**src/rtl/decode_pipeline_controller.sv**
```systemverilog
// Hazard/sequencing controller for the decode/execute pipeline register: operand
// forwarding selects, load-use bubbles, branch flush penalty and memory-busy freeze.
module decode_pipeline_controller #(
  parameter int FLUSH_CYCLES      = 2,
  parameter int LOAD_STALL_CYCLES = 1,
  parameter int CNT_W             = 16
) (
  input  logic             CLK,
  input  logic             RST,
  input  logic             dec_valid,
  input  logic [2:0]       dec_rs_a,
  input  logic [2:0]       dec_rs_b,
  input  logic             dec_uses_a,
  input  logic             dec_uses_b,
  input  logic             ex_wren,
  input  logic [2:0]       ex_writeAd,
  input  logic             ex_is_load,
  input  logic             mem_wren,
  input  logic [2:0]       mem_writeAd,
  input  logic             branch_taken,
  input  logic             mem_busy,
  output logic             pipe_en,
  output logic             bubble,
  output logic             flush,
  output logic             One_A,
  output logic             One_B,
  output logic             Two_A,
  output logic             Two_B,
  output logic [1:0]       state,
  output logic [CNT_W-1:0] stall_count
);

  typedef enum logic [1:0] {
    RUN   = 2'd0,
    STALL = 2'd1,
    FLUSH = 2'd2,
    WAIT  = 2'd3
  } state_t;

  // The penalty counter holds "remaining cycles minus one" once the sequence
  // has left RUN, so its largest value is max(FLUSH, LOAD_STALL) - 2.
  localparam int MAX_PEN = (FLUSH_CYCLES > LOAD_STALL_CYCLES) ? FLUSH_CYCLES : LOAD_STALL_CYCLES;
  localparam int CTR_W   = (MAX_PEN > 2) ? $clog2(MAX_PEN - 1) : 1;
  localparam logic [CTR_W-1:0] FLUSH_INIT = CTR_W'((FLUSH_CYCLES > 1) ? FLUSH_CYCLES - 2 : 0);
  localparam logic [CTR_W-1:0] STALL_INIT = CTR_W'((LOAD_STALL_CYCLES > 1) ? LOAD_STALL_CYCLES - 2 : 0);

  state_t            state_reg, state_next;
  logic [CTR_W-1:0]  cnt_reg, cnt_next;
  logic [CNT_W-1:0]  stall_count_reg;

  logic [1:0][2:0]   rs_vec;
  logic [1:0]        uses_vec;
  logic [1:0]        match_ex;
  logic [1:0]        match_mem;
  logic [1:0]        fwd_one;
  logic [1:0]        fwd_two;
  logic              load_use;

  assign rs_vec   = {dec_rs_b, dec_rs_a};
  assign uses_vec = {dec_uses_b, dec_uses_a};

  // Index 0 is operand A, index 1 is operand B; execute result wins over memory.
  generate
    for (genvar gi = 0; gi < 2; gi++) begin : g_fwd
      assign match_ex[gi]  = uses_vec[gi] & ex_wren  & (ex_writeAd  == rs_vec[gi]);
      assign match_mem[gi] = uses_vec[gi] & mem_wren & (mem_writeAd == rs_vec[gi]);
      assign fwd_one[gi]   = ~RST & match_ex[gi] & ~ex_is_load;
      assign fwd_two[gi]   = ~RST & match_mem[gi] & ~match_ex[gi];
    end
  endgenerate

  assign One_A    = fwd_one[0];
  assign One_B    = fwd_one[1];
  assign Two_A    = fwd_two[0];
  assign Two_B    = fwd_two[1];
  assign load_use = dec_valid & ex_is_load & (|match_ex);

  always_comb begin
    state_next = state_reg;
    cnt_next   = cnt_reg;
    pipe_en    = 1'b0;
    bubble     = 1'b0;
    flush      = 1'b0;
    if (RST) begin
      bubble     = 1'b1;
      state_next = RUN;
      cnt_next   = '0;
    end else begin
      case (state_reg)
        RUN: begin
          if (branch_taken) begin
            pipe_en = 1'b1;
            bubble  = 1'b1;
            flush   = 1'b1;
            if (FLUSH_CYCLES > 1) begin
              state_next = FLUSH;
              cnt_next   = FLUSH_INIT;
            end
          end else if (mem_busy) begin
            state_next = WAIT;
          end else if (load_use) begin
            bubble = 1'b1;
            if (LOAD_STALL_CYCLES > 1) begin
              state_next = STALL;
              cnt_next   = STALL_INIT;
            end
          end else begin
            pipe_en = 1'b1;
          end
        end
        STALL: begin
          // A memory freeze looks exactly like WAIT and leaves the count untouched.
          if (!mem_busy) begin
            bubble = 1'b1;
            if (cnt_reg == '0) state_next = RUN;
            else               cnt_next   = cnt_reg - CTR_W'(1);
          end
        end
        FLUSH: begin
          bubble = 1'b1;
          flush  = 1'b1;
          if (!mem_busy) begin
            pipe_en = 1'b1;
            if (cnt_reg == '0) state_next = RUN;
            else               cnt_next   = cnt_reg - CTR_W'(1);
          end
        end
        WAIT: begin
          if (!mem_busy) state_next = RUN;
        end
        default: state_next = RUN;
      endcase
    end
  end

  always_ff @(posedge CLK) begin
    state_reg <= state_next;
    cnt_reg   <= cnt_next;
    if (RST) begin
      stall_count_reg <= '0;
    end else if (!pipe_en && (stall_count_reg != {CNT_W{1'b1}})) begin
      stall_count_reg <= stall_count_reg + CNT_W'(1);
    end
  end

  assign state       = state_reg;
  assign stall_count = stall_count_reg;

endmodule

```
**config.mk**
```make
export PLATFORM = sky130hd
export DESIGN_NAME = decode_pipeline_controller
export DESIGN_NICKNAME = d
export VERILOG_FILES = /design/src/rtl/decode_pipeline_controller.sv
export SDC_FILE = /design/constraint.sdc
export NUM_CORES = 1
export LEC_CHECK = 0
export ABC_AREA = 1
export ABC_CLOCK_PERIOD_IN_PS = 4890
export CORE_MARGIN = 5
export CORE_UTILIZATION = 45
export CTS_BUF_LIST = sky130_fd_sc_hd__clkbuf_2 sky130_fd_sc_hd__clkbuf_4 sky130_fd_sc_hd__clkbuf_8
export CTS_CLUSTER_SIZE = 8
export DETAILED_ROUTE_END_ITERATION = 7
export GPL_ROUTABILITY_DRIVEN = 0
export PLACE_DENSITY = 0.76
export SYNTH_ARGS = -nofsm -noshare
export SYNTH_HDL_FRONTEND = slang
export SYNTH_SLANG_ARGS = --single-unit
export TNS_END_PERCENT = 100
```
**constraint.sdc**
```tcl
create_clock -name CLK -period 4.89 [get_ports CLK]
set_clock_uncertainty 0.2 [all_clocks]
set_input_delay 0.7335 -clock CLK [delete_from_list [all_inputs] [get_ports CLK]]
set_output_delay 0.7335 -clock CLK [all_outputs]
set_load 0.005 [all_outputs]
```
==> Yosys cells after proc, flatten, opt, wreduce, memory -nomap -nowiden <==
Cells that the tools add are included.
{ "word_totals": {"in_bits": 22, "out_inout_bits": 25, "elab_cells": 72, "register_bits": 19} }
{ "classes": {"n_reduce_logical": 8, "bitwise_logic": 22, "n_eq_ne": 13, "addsub": 2, "muxes": 24} }
{ "ops": {"columns": ["operator", "n"], "rows": [
  ["$and A1 B1 Y1", 18],
  ["$add A16 B1 Y16 const B", 1],
  ["$ne A16 B16 Y1 const B", 1],
  ["$mux W1", 14],
  ["$eq A3 B3 Y1", 4],
  ["$mux W2", 5],
  ["$ne A2 B2 Y1 const B", 4],
  ["$pmux W1 S2", 3],
  ["$pmux W2 S3", 1],
  ["$eq A2 B2 Y1 const B", 2],
  ["$not A1 Y1", 4],
  ["$reduce_and A4 Y1", 1],
  ["$reduce_or A2 Y1", 2],
  ["$ne A3 B3 Y1 const B", 1],
  ["$pmux W1 S3", 1],
  ["$reduce_and A3 Y1", 1],
  ["$eq A2 B1 Y1 const B", 1],
  ["$logic_not A2 Y1", 1],
  ["$reduce_bool A2 Y1", 1],
  ["$logic_and A1 B1 Y1", 1],
  ["$logic_not A1 Y1", 1],
  ["$sub A1 B1 Y1 const B", 1]
]} }

==> Longest topological paths before layout <==
{ "depth": {"word_depth": 11, "ltp_mapped": 14, "ltp_nobuf": 13} }

==> Worst setup path before layout <==
No wires, ideal clock.
{ "synth_path": {"path_type": "input to output", "start": "input port ex_writeAd[0]", "end": "output port pipe_en", "slack_ps": 2363, "arrival_time_ps": 1593, "t_required_ps": 3957, "stages": 12, "cell_sequence": "inv_1 nand2_1 nand2_1 nor2_1 nand2_1 nand2_1 nand2_1 nand2_1 nand2_1 nand2_2 buf_4 inv_1"} }
{ "synth_between": {"elab_chain_cells": 9, "elab_cells_between_ends": 11} }
{ "synth_rtl": {"columns": ["item", "line", "rtl"], "rows": [
  ["start, declared", "16", "input logic [2:0] ex_writeAd,"],
  ["$eq A3 B3 Y1", "65", "assign match_ex[gi] = uses_vec[gi] & ex_wren & (ex_writeAd == rs_vec[gi]);"],
  ["$and A1 B1 Y1", "65", null],
  ["$reduce_or A2 Y1 (*)", "76", "assign load_use = dec_valid & ex_is_load & (|match_ex);"],
  ["$and A1 B1 Y1 (*)", "76", null],
  ["$mux W1 (*)", "101", "end else if (load_use) begin"],
  ["$mux W1 (*)", "99", "end else if (mem_busy) begin"],
  ["$mux W1 (*)", "91", "if (branch_taken) begin"],
  ["$pmux W1 S2 (*)", "89", "case (state_reg)"],
  ["$mux W1 (*)", "84", "if (RST) begin"],
  ["end, declared", "22", "output logic pipe_en,"]
]} }
Mark *: on every way between the ends. The rest lies on a longest branch, timed or not.

==> Worst setup path in the final report <==
{ "layout_path": {"start": "input port dec_rs_a[2]", "end": "output port pipe_en"} }
{ "layout_between": {"elab_chain_cells": 9} }
{ "layout_rtl": {"columns": ["item", "line", "rtl"], "rows": [
  ["start, declared", "11", "input logic [2:0] dec_rs_a,"],
  ["$eq A3 B3 Y1", "65", null],
  ["$and A1 B1 Y1", "65", null],
  ["$reduce_or A2 Y1", "76", null],
  ["$and A1 B1 Y1", "76", null],
  ["$mux W1", "101", null],
  ["$mux W1", "99", null],
  ["$mux W1", "91", null],
  ["$pmux W1 S2", "89", null],
  ["$mux W1", "84", null]
]} }
No other way between the ends.

==> results.py <==
metrics = {
    "logic_synthesis": {
        "yosys-top-cells-area": "dfxtp_1 (26%), nand2_1 (14%), nand3_1 (8.9%), xor2_1 (7.5%), inv_1 (6.2%)",
        "synth_warnings": 0,
        "syn_area_mm2": 0.00140,
        "ys_seq_area_frac": 0.257,
        "synth_fp_nets": 237,
        "netlist_instances": 209,
        "synth_top_cell_by_area": "dfxtp_1",
        "synth.distinct_cells": 30,
        "netlist.area_leader.share": 0.257,
        "ys_ff_latch": 18,
        "syn_area_per_cell_um2": 6.71,
    },
    "power_and_ir_drop": {
        "intPower_w": 0.000285,
        "power_frac_comb": 0.434,
        "power_switching_w": 0.000165,
        "p_sw_frac": 0.367,
        "seqPwrFrac": 0.398,
        "pwr-share-clk": 0.168,
        "finalPower_w": 0.000450,
        "peakVddDrop_v": 0.000159,
        "cellLeakagePower_nw": 0.772,
        "power_density_mw_per_mm2": 235,
    },
    "critical_path": {
        "rr_startpoint": "stall_count[0]",
        "worstPathRequired_ns": 3.96,
        "arrival_ns": 2.65,
        "path_max_fanout": 19,
        "ff2ff_path_depth": 9,
        "path_class": "in -> out",
        "critPathCaptureType": "output port",
        "worst_r2r_endpoint": "stall_count[12]",
        "r2r_slack_ns": 2.74,
        "startpoint_type": "input port",
    },
    "cts": {
        "h-tree-depth": 1,
        "clk_pin_slew_ns": 0.10,
        "clock-sinks": 18,
        "insertion_delay_ns": 0.29,
        "cts_hold_buf": 0,
        "cts-resized-gates": 0,
        "cts_tree": "yes",
        "cts.path.max_buffers": 2,
        "root_buffer": "clkbuf_4",
        "cts_setup_buffers": 0,
        "cts_inserted_buffers": 3,
    },
    "floorplanning": {
        "start_util": 0.463,
        "io_pins": 47,
        "die_x_um": 65.8,
        "row_count": 20,
        "dieArea_mm2": 0.00433,
        "die_h_um": 65.8,
        "core_mm2": 0.00303,
    },
    "timing": {
        "min_period_over_period": 0.734,
        "maxSlewViolCount": 0,
        "worst_pin_slew_ns": 0.358,
        "fin_ws_ns": 1.30,
        "post-route-min-period_ns": 3.59,
        "rsz0062_at_grt": "false",
        "fmax_mhz": 279,
        "setup_tns_ns": 0,
        "setup_viol": 0,
        "final_hold_viol_count": 0,
        "max_slew_margin": 0.760,
    },
    "run": {
        "drv_cap": 0,
    },
    "cells_and_area": {
        "fin_util": 0.633,
        "final_common_cell": "nand2_1",
        "fill_cells": 279,
        "area_delta_synth_final_pct": 36.7,
        "drive_gt1_frac": 0.0709,
        "finalNetCount": 284,
        "layout_common_cells": "nand2_1 (52), clkdlybuf4s50_1 (46), nand3_1 (25), inv_1 (23), nor2_1 (19)",
        "largest_reg_flops": 16,
        "fin_cells": 298,
        "antennaDiodeCount": 0,
    },
    "min_path": {
        "worst_hold_path_type": "reg -> reg",
        "hp-start": "stall_count[9]",
        "holdPathStages": 2,
        "hold_end": "stall_count[9]",
    },
    "global_routing": {
        "grt_pass1_wl_mm": 5.74,
        "grt_pass1_vias": 1379,
        "gr-total-overflow": 0,
        "grt_usage": 0.164,
        "grt_antenna_before_repair": 0,
        "grt_max_degree": 20,
    },
    "drt": {
        "first_iter_violations": 85,
        "wl_per_cell_um": 11.3,
        "drt-vias-per-instance": 4.88,
        "via_count": 1454,
        "drt.antenna.violating_nets": 0,
        "dr.pass1.iters": 6,
        "finalWirelength_mm": 3.38,
        "drc_errors": 0,
    },
    "placement": {
        "hpwl_mm": 2.71,
        "place_ws_ns": 1.30,
        "dp_cells": 295,
        "numPortBuffers": 46,
    },
    "run_status": {
        "run_status": "finished clean",
    },
}
worst max-delay path by stage:
| stage | to | depth (start not counted) | startpoint | slack, ns |
|---|---|---|---|---|
| after floorplan | pipe_en | 12 | ex_writeAd[0] | 2.36 |
| after global placement | pipe_en | 13 | ex_writeAd[0] | 1.32 |
| after detailed placement | pipe_en | 13 | dec_rs_a[2] | 1.30 |
| after CTS | pipe_en | 13 | dec_rs_a[2] | 1.29 |
| after global routing | pipe_en | 13 | ex_writeAd[2] | 1.04 |
| final | pipe_en | 13 | dec_rs_a[2] | 1.30 |
per-layer routing:
metal	routed length, um	track usage	vias up
li1	-	-	763
met4	74	0.0699	0
met2	1570	0.280	54
met3	235	0.0306	8
met1	1510	0.200	629
met5	0	0	-
logic make-up (layout without fill, tap and decap cells):
| kind of cell | count (synthesis) | count (layout) | synth area share |
|---|---|---|---|
| flip-flops | 18 | 18 | 0.257 |
| buffers and inverters | 28 | 73 | 0.0838 |
| AO/OA/AOI/OAI | 25 | 25 | 0.107 |
| AND/OR/NAND/NOR | 112 | 112 | 0.374 |
| XOR/XNOR | 20 | 20 | 0.125 |
| adder cells (fa/ha/maj) | 6 | 6 | 0.0535 |
synthesized netlist by cell type:
master,count
nor2_1,19
buf_2,1
ha_1,6
nand4_1,3
xnor2_1,8
nand2_4,1
buf_6,1
nor3b_1,1
nand2_1,52
and3_1,1
a31o_2,1
nor2_2,1
buf_1,1
inv_1,23
buf_4,1
nand3_4,1
clkbuf_1,1
nand3_1,25
nand2_2,2
a22oi_1,1
o21ai_0,3
nor3b_2,1
a21oi_2,5
or2_2,1
nor3_1,1
dfxtp_1,18
nor4b_1,2
a21oi_1,15
xor2_1,12
nor2_4,1
power groups by stage:
stage / Sequential, W / Clock (W) / Combinational (W)
after floorplan: 0.000179 / 0 / 0.000119
after global placement: 0.000182 / 0 / 0.000196
after detailed placement: 0.000182 / 0 / 0.000197
after CTS: 0.000179 / 0.0000769 / 0.000197
after global routing: 0.000183 / 0.0000828 / 0.000220
final: 0.000179 / 0.0000756 / 0.000196
per-stage QoR:
step / hold slack (ns) / cell area [um^2]
6_report: 0.304 / 1920
5_1_grt: 0.337 / 1920
4_1_cts: 0.305 / 1920
3_5_place_dp: 0.290 / 1890
3_3_place_gp: 0.293 / 1890
2_1_floorplan: 0.280 / 1400
cell type report:
type / instances / area [um^2] / share of cell area
inverters: 23 / 86.3 / 0.0450
repair buffers: 47 / 468 / 0.244
multi-input cells: 163 / 925 / 0.482
flip-flops and latches: 18 / 360 / 0.188
well taps: 44 / 55.1 / 0.0287
clock buffers: 3 / 22.5 / 0.0117
critical path, cell delays in order:
cell             delay (ns)
clkdlybuf4s50_1        0.49
inv_1                  0.06
nand2_1                0.05
nand2_1                0.05
nor2_1                 0.12
nand2_1                0.10
nand2_1                0.09
nand2_1                0.05
nand2_1                0.05
nand2_1                0.05
nand2_2                0.28
inv_1                  0.07
clkdlybuf4s50_1        0.45
Note: power is estimated with default switching activity, not from simulation.
